<file path="config.mk">
export PLATFORM = sky130hd
export DESIGN_NAME = bus_rx_terminal
export DESIGN_NICKNAME = d
export VERILOG_FILES = /design/src/rtl/bus_rx_terminal.sv
export SDC_FILE = /design/constraint.sdc
export NUM_CORES = 1
export LEC_CHECK = 0
export CORE_ASPECT_RATIO = 1.25
export CORE_MARGIN = 1
export CORE_UTILIZATION = 50
export CTS_BUF_LIST = sky130_fd_sc_hd__clkbuf_4
export CTS_CLUSTER_DIAMETER = 40
export CTS_CLUSTER_SIZE = 28
export DETAILED_ROUTE_END_ITERATION = 8
export DONT_BUFFER_PORTS = 1
export GPL_TIMING_DRIVEN = 0
export PLACE_DENSITY = 0.65
export SYNTH_ARGS = -nofsm -noshare
export SYNTH_HDL_FRONTEND = slang
export SYNTH_SLANG_ARGS = --single-unit
</file>
<file path="constraint.sdc">
create_clock -name clk -period 4.91 [get_ports clk]
set_clock_uncertainty 0.2 [all_clocks]
set_input_delay 0.982 -clock clk [delete_from_list [all_inputs] [get_ports clk]]
set_output_delay 0.982 -clock clk [all_outputs]
set_load 0.005 [all_outputs]
</file>
<file path="src/rtl/bus_rx_terminal.sv">
// Receive-side bus terminal: filters pushed packets by destination ID and
// buffers accepted ones in a first-word-fall-through FIFO for the local consumer.
module bus_rx_terminal #(
  parameter int unsigned pckg_sz   = 16,
  parameter int unsigned fif_Size  = 10,
  parameter int unsigned drvrs     = 4,
  parameter int unsigned id        = 0,
  parameter logic [7:0]  broadcast = 8'hFF
) (
  input  logic                          clk,
  input  logic                          reset,
  input  logic                          push,
  input  logic [pckg_sz-1:0]            D_push,
  input  logic                          pop,
  output logic [pckg_sz-1:0]            D_pop,
  output logic                          pndng,
  output logic                          full,
  output logic [$clog2(fif_Size+1)-1:0] count,
  output logic [7:0]                    drop_cnt
);

  localparam int unsigned PTR_W  = (fif_Size > 1) ? $clog2(fif_Size) : 1;
  localparam int unsigned CNT_W  = $clog2(fif_Size + 1);
  localparam logic [7:0]  ID_HDR = 8'(id);

  if (id >= drvrs || id == broadcast) begin : g_bad_id
    $fatal(1, "bus_rx_terminal: id must be < drvrs and differ from broadcast");
  end

  logic [pckg_sz-1:0] mem [fif_Size];
  logic [PTR_W-1:0]   wr_ptr_q, wr_ptr_d;
  logic [PTR_W-1:0]   rd_ptr_q, rd_ptr_d;
  logic [CNT_W-1:0]   count_q,  count_d;
  logic [7:0]         drop_q,   drop_d;

  logic [7:0] hdr;
  logic       match, wr_en, rd_en, drop_en;

  // Depth need not be a power of two, so wrap on an explicit compare.
  function automatic logic [PTR_W-1:0] next_ptr(input logic [PTR_W-1:0] p);
    return (p == PTR_W'(fif_Size - 1)) ? '0 : p + PTR_W'(1);
  endfunction

  assign pndng = (count_q != '0);
  assign full  = (count_q == CNT_W'(fif_Size));

  always_comb begin
    hdr     = D_push[pckg_sz-1 -: 8];
    match   = push && (hdr == ID_HDR || hdr == broadcast);
    rd_en   = pop && pndng;
    // A pop while full frees the head slot in the same edge, so the push still lands.
    wr_en   = match && (!full || rd_en);
    drop_en = match && full && !pop;

    wr_ptr_d = wr_en ? next_ptr(wr_ptr_q) : wr_ptr_q;
    rd_ptr_d = rd_en ? next_ptr(rd_ptr_q) : rd_ptr_q;

    case ({wr_en, rd_en})
      2'b10:   count_d = count_q + CNT_W'(1);
      2'b01:   count_d = count_q - CNT_W'(1);
      default: count_d = count_q;
    endcase

    drop_d = (drop_en && drop_q != 8'hFF) ? drop_q + 8'd1 : drop_q;
  end

  // NOTE: state registers use non-blocking assignments so every flop samples
  // the pre-edge values computed above, independent of block ordering.
  always_ff @(posedge clk) begin
    if (reset) begin
      wr_ptr_q <= '0;
      rd_ptr_q <= '0;
      count_q  <= '0;
      drop_q   <= '0;
    end else begin
      wr_ptr_q <= wr_ptr_d;
      rd_ptr_q <= rd_ptr_d;
      count_q  <= count_d;
      drop_q   <= drop_d;
    end
  end

  // NOTE: packet storage is deliberately not reset; count gates visibility,
  // and leaving it reset-free lets it map onto plain RAM.
  always_ff @(posedge clk) begin
    if (wr_en) mem[wr_ptr_q] <= D_push;
  end

  assign D_pop    = pndng ? mem[rd_ptr_q] : '0;
  assign count    = count_q;
  assign drop_cnt = drop_q;

endmodule

</file>
==> run_results.csv <==
group,metric,value,unit
final_layout,nets,500,
die,die-area,15430,sq um
synthesis,yosysWarnings,0,
synthesis,ys_ff_latch,184,
synthesis,ys.flop_type,"edfxtp_1",
worst_setup_path,arrival,2730,ps
run_status,status,"complete, but fails checks",
synthesis,async_flop_share,0,
route,wl_per_cell,22.90,um
placement,gp_congestion,0.7600,
worst_setup_path,critPathRequiredTime,3730,ps
route,drc_errors,10,
route,dr_wl_met2,7939,um
clock_tree,cts_buffers,17,
synthesis,synth.net_count,466,
route,first_iter_violations,276,
synthesis,ys_types,45,
route,drt-total-wl,15300,um
clock_tree,postCtsSetupBuffers,0,
final_layout,final_common_cell,"edfxtp_1",
synthesis,syn_area,7466,sq um
sta,fin_ws,1002,ps
worst_setup_path,end_kind,"primary output",
power,power-per-cell-area,346.9,nW/um^2
die,ios,50,
clock_tree,clk_pin_slew,150,ps
placement,hpwlAfterDp,10620,um
sta,maxSlewHeadroom,0.2059,
global_route,grt_pass1_vias,4201,
route,vias_per_cell,6.133,
sta,finalHoldViolCount,0,
die,start_util,0.5160,
job,maxCapViolCount,0,
worst_setup_path,path_class,"reg2out",
global_route,grt_pass1_wl,23850,um
die,die_width,111.3,um
worst_hold_path,min_path_type,"in2reg",
final_layout,fin_cells,668,
clock_tree,htree_levels,4,
route,wl_met1,6133,um
global_route,grt_max_degree,17,
run_status,violations,"design-rule violations",
placement,dp.cells,635,
sta,maxSlewViolCount,0,
final_layout,drive_above_1_share,0.1963,
power,leakage,2.498,nW
route,dr.max_layer_used,"met4",
route,num_vias,4097,
final_layout,final_cell_mix,"160 x edfxtp_1, 33 x a211oi_1, 32 x mux4_2",
sta,setup_viol,0,
sta,min_period,3908,ps
worst_hold_path,hp-start,"D_push[15]",
global_route,grt_use_total,0.2139,
route,route.met3.wl,817,um
die,core_area,14470,sq um
die,die_y,138.6,um
worst_setup_path,rr_startpoint,"count[0]$_SDFFE_PP0P_",
route,drtAntennaViolNets,0,
final_layout,syn2layout_area_growth,10.46,%
clock_tree,cts_root_buf,"clkbuf_4",
worst_setup_path,crit_fanout,10,
placement,numPortBuffers,0,
worst_setup_path,reg2reg_depth,6,
sta,grt_setup_unrepaired,"no",
clock_tree,cts_sinks,184,
clock_tree,cts_hold_buf,0,
worst_setup_path,startpoint_type,"flop",
power,irDropWorstVdd,144.8,uV
synthesis,syn-mean-instance-area,16.89,sq um
worst_hold_path,min_to,"mem[1][15]$_DFFE_PP_",
sta,fin_crit_sh,0.7960,
route,drtPass1Iterations,6,
power,total_power,2.860,mW
clock_tree,cts_tree,"built",
die,num_rows,49,
global_route,antenna_found_initial,1,
global_route,grt.overflow.total,0,
sta,timing.fmax,0.2559,GHz
final_layout,fill_cells,1130,
clock_tree,cts_resized,0,
placement,pre_cts_slack,933.3,ps
final_layout,multi_input_area,2082,sq um
worst_setup_path,r2r_slack,1750,ps
clock_tree,clk_latency,560,ps
clock_tree,clockBufferDepth,2,
worst_hold_path,whs_path_depth,0,
sta,tightest_slew,1161,ps
synthesis,synth_edf_count,160,
final_layout,seq_area,5285,sq um
synthesis,ys_seq_area_frac,0.7079,
worst_setup_path,r2r-end,"mem[0][3]$_DFFE_PP_",
synthesis,netlist_instances,442,
==> final cells by class <==
type	count	area share
clock buffers	19	0.01730
well taps	178	0.02701
inverters	10	0.004552
plain buffers	25	0.01290
repair buffers	15	0.02048
multi-input cells	223	0.2525
clock inverters	13	0.02412
flip-flops and latches	184	0.6409
diodes	1	0.0003034
==> sequential cells by signal, summed over array words and instances, names as in the netlist, named ones only <==
name and cells:
drop_cnt 8, wr_ptr_q 4, mem 160, rd_ptr_q 4, count 4
==> critical path, cell delays in order, from the launching register on <==
cell,delay (ps)
dfxtp_1,500
buf_1,640
mux4_2,340
nor2b_1,150
a211oi_1,70
a211oi_1,460
==> stage by stage <==
step	cell area, sq um	hold WS, ps	setup TNS (ps)	utilization
floorplan	7466	273.1	0	-
global placement	7689	295.9	-51550	0.5314
detailed placement	7903	305.0	0	0.5462
CTS	8244	251.2	0	0.5698
global route	8247	242.5	0	0.5700
finish	8247	300.0	0	0.5700
==> where the power goes <==
| part | total [mW] | switching, mW | leakage (nW) | internal [mW] |
|---|---|---|---|---|
| clock network | 0.962 | 0.495 | 0.192 | 0.467 |
| registers | 1.71 | 0.00797 | 1.63 | 1.70 |
| logic | 0.189 | 0.104 | 0.675 | 0.0853 |
==> cell usage after synthesis (all sizes together), types with 5 or more instances <==
master	count	area [sq um]
o21ai	5	25.02
nor3	12	60.06
mux4	32	720.7
dfxtp	24	480.5
nor4	7	50.05
or4	10	75.07
nor2b	20	125.1
nand2b	5	31.28
buf	9	46.29
nand2	12	45.04
nor2	11	41.29
a21oi	14	70.07
clkbuf	16	60.06
inv	10	37.54
mux2i	18	180.2
edfxtp	160	4805
a211oi	33	247.7
==> worst max-delay path by stage <==
| stage | endpoint | cells after the start |
|---|---|---|
| after CTS | D_pop[11] | 5 |
| final | D_pop[3] | 5 |
| after floorplan | mem[4][0]$_DFFE_PP_ | 5 |
| after global placement | mem[8][9]$_DFFE_PP_ | 5 |
| after detailed placement | mem[8][6]$_DFFE_PP_ | 7 |
| after global routing | D_pop[10] | 5 |
==> logic make-up after synthesis <==
kind of cell / after synthesis / share of synthesized area
multiplexers: 51 / 0.1222
flip-flops: 184 / 0.7079
XOR/XNOR: 4 / 0.004693
AO/OA/AOI/OAI: 65 / 0.06067
adder cells (fa/ha/maj): 4 / 0.007710
buffers and inverters: 35 / 0.01927
AND/OR/NAND/NOR: 99 / 0.07760
==> layer usage <==
| metal | GRT usage | up-vias |
|---|---|---|
| li1 | - | 1866 |
| met1 | 0.2550 | 2078 |
| met2 | 0.3645 | 126 |
| met3 | 0.05507 | 27 |
| met4 | 0.09886 | 0 |
| met5 | 0 | - |
Note: power is estimated with default switching activity, not from simulation.
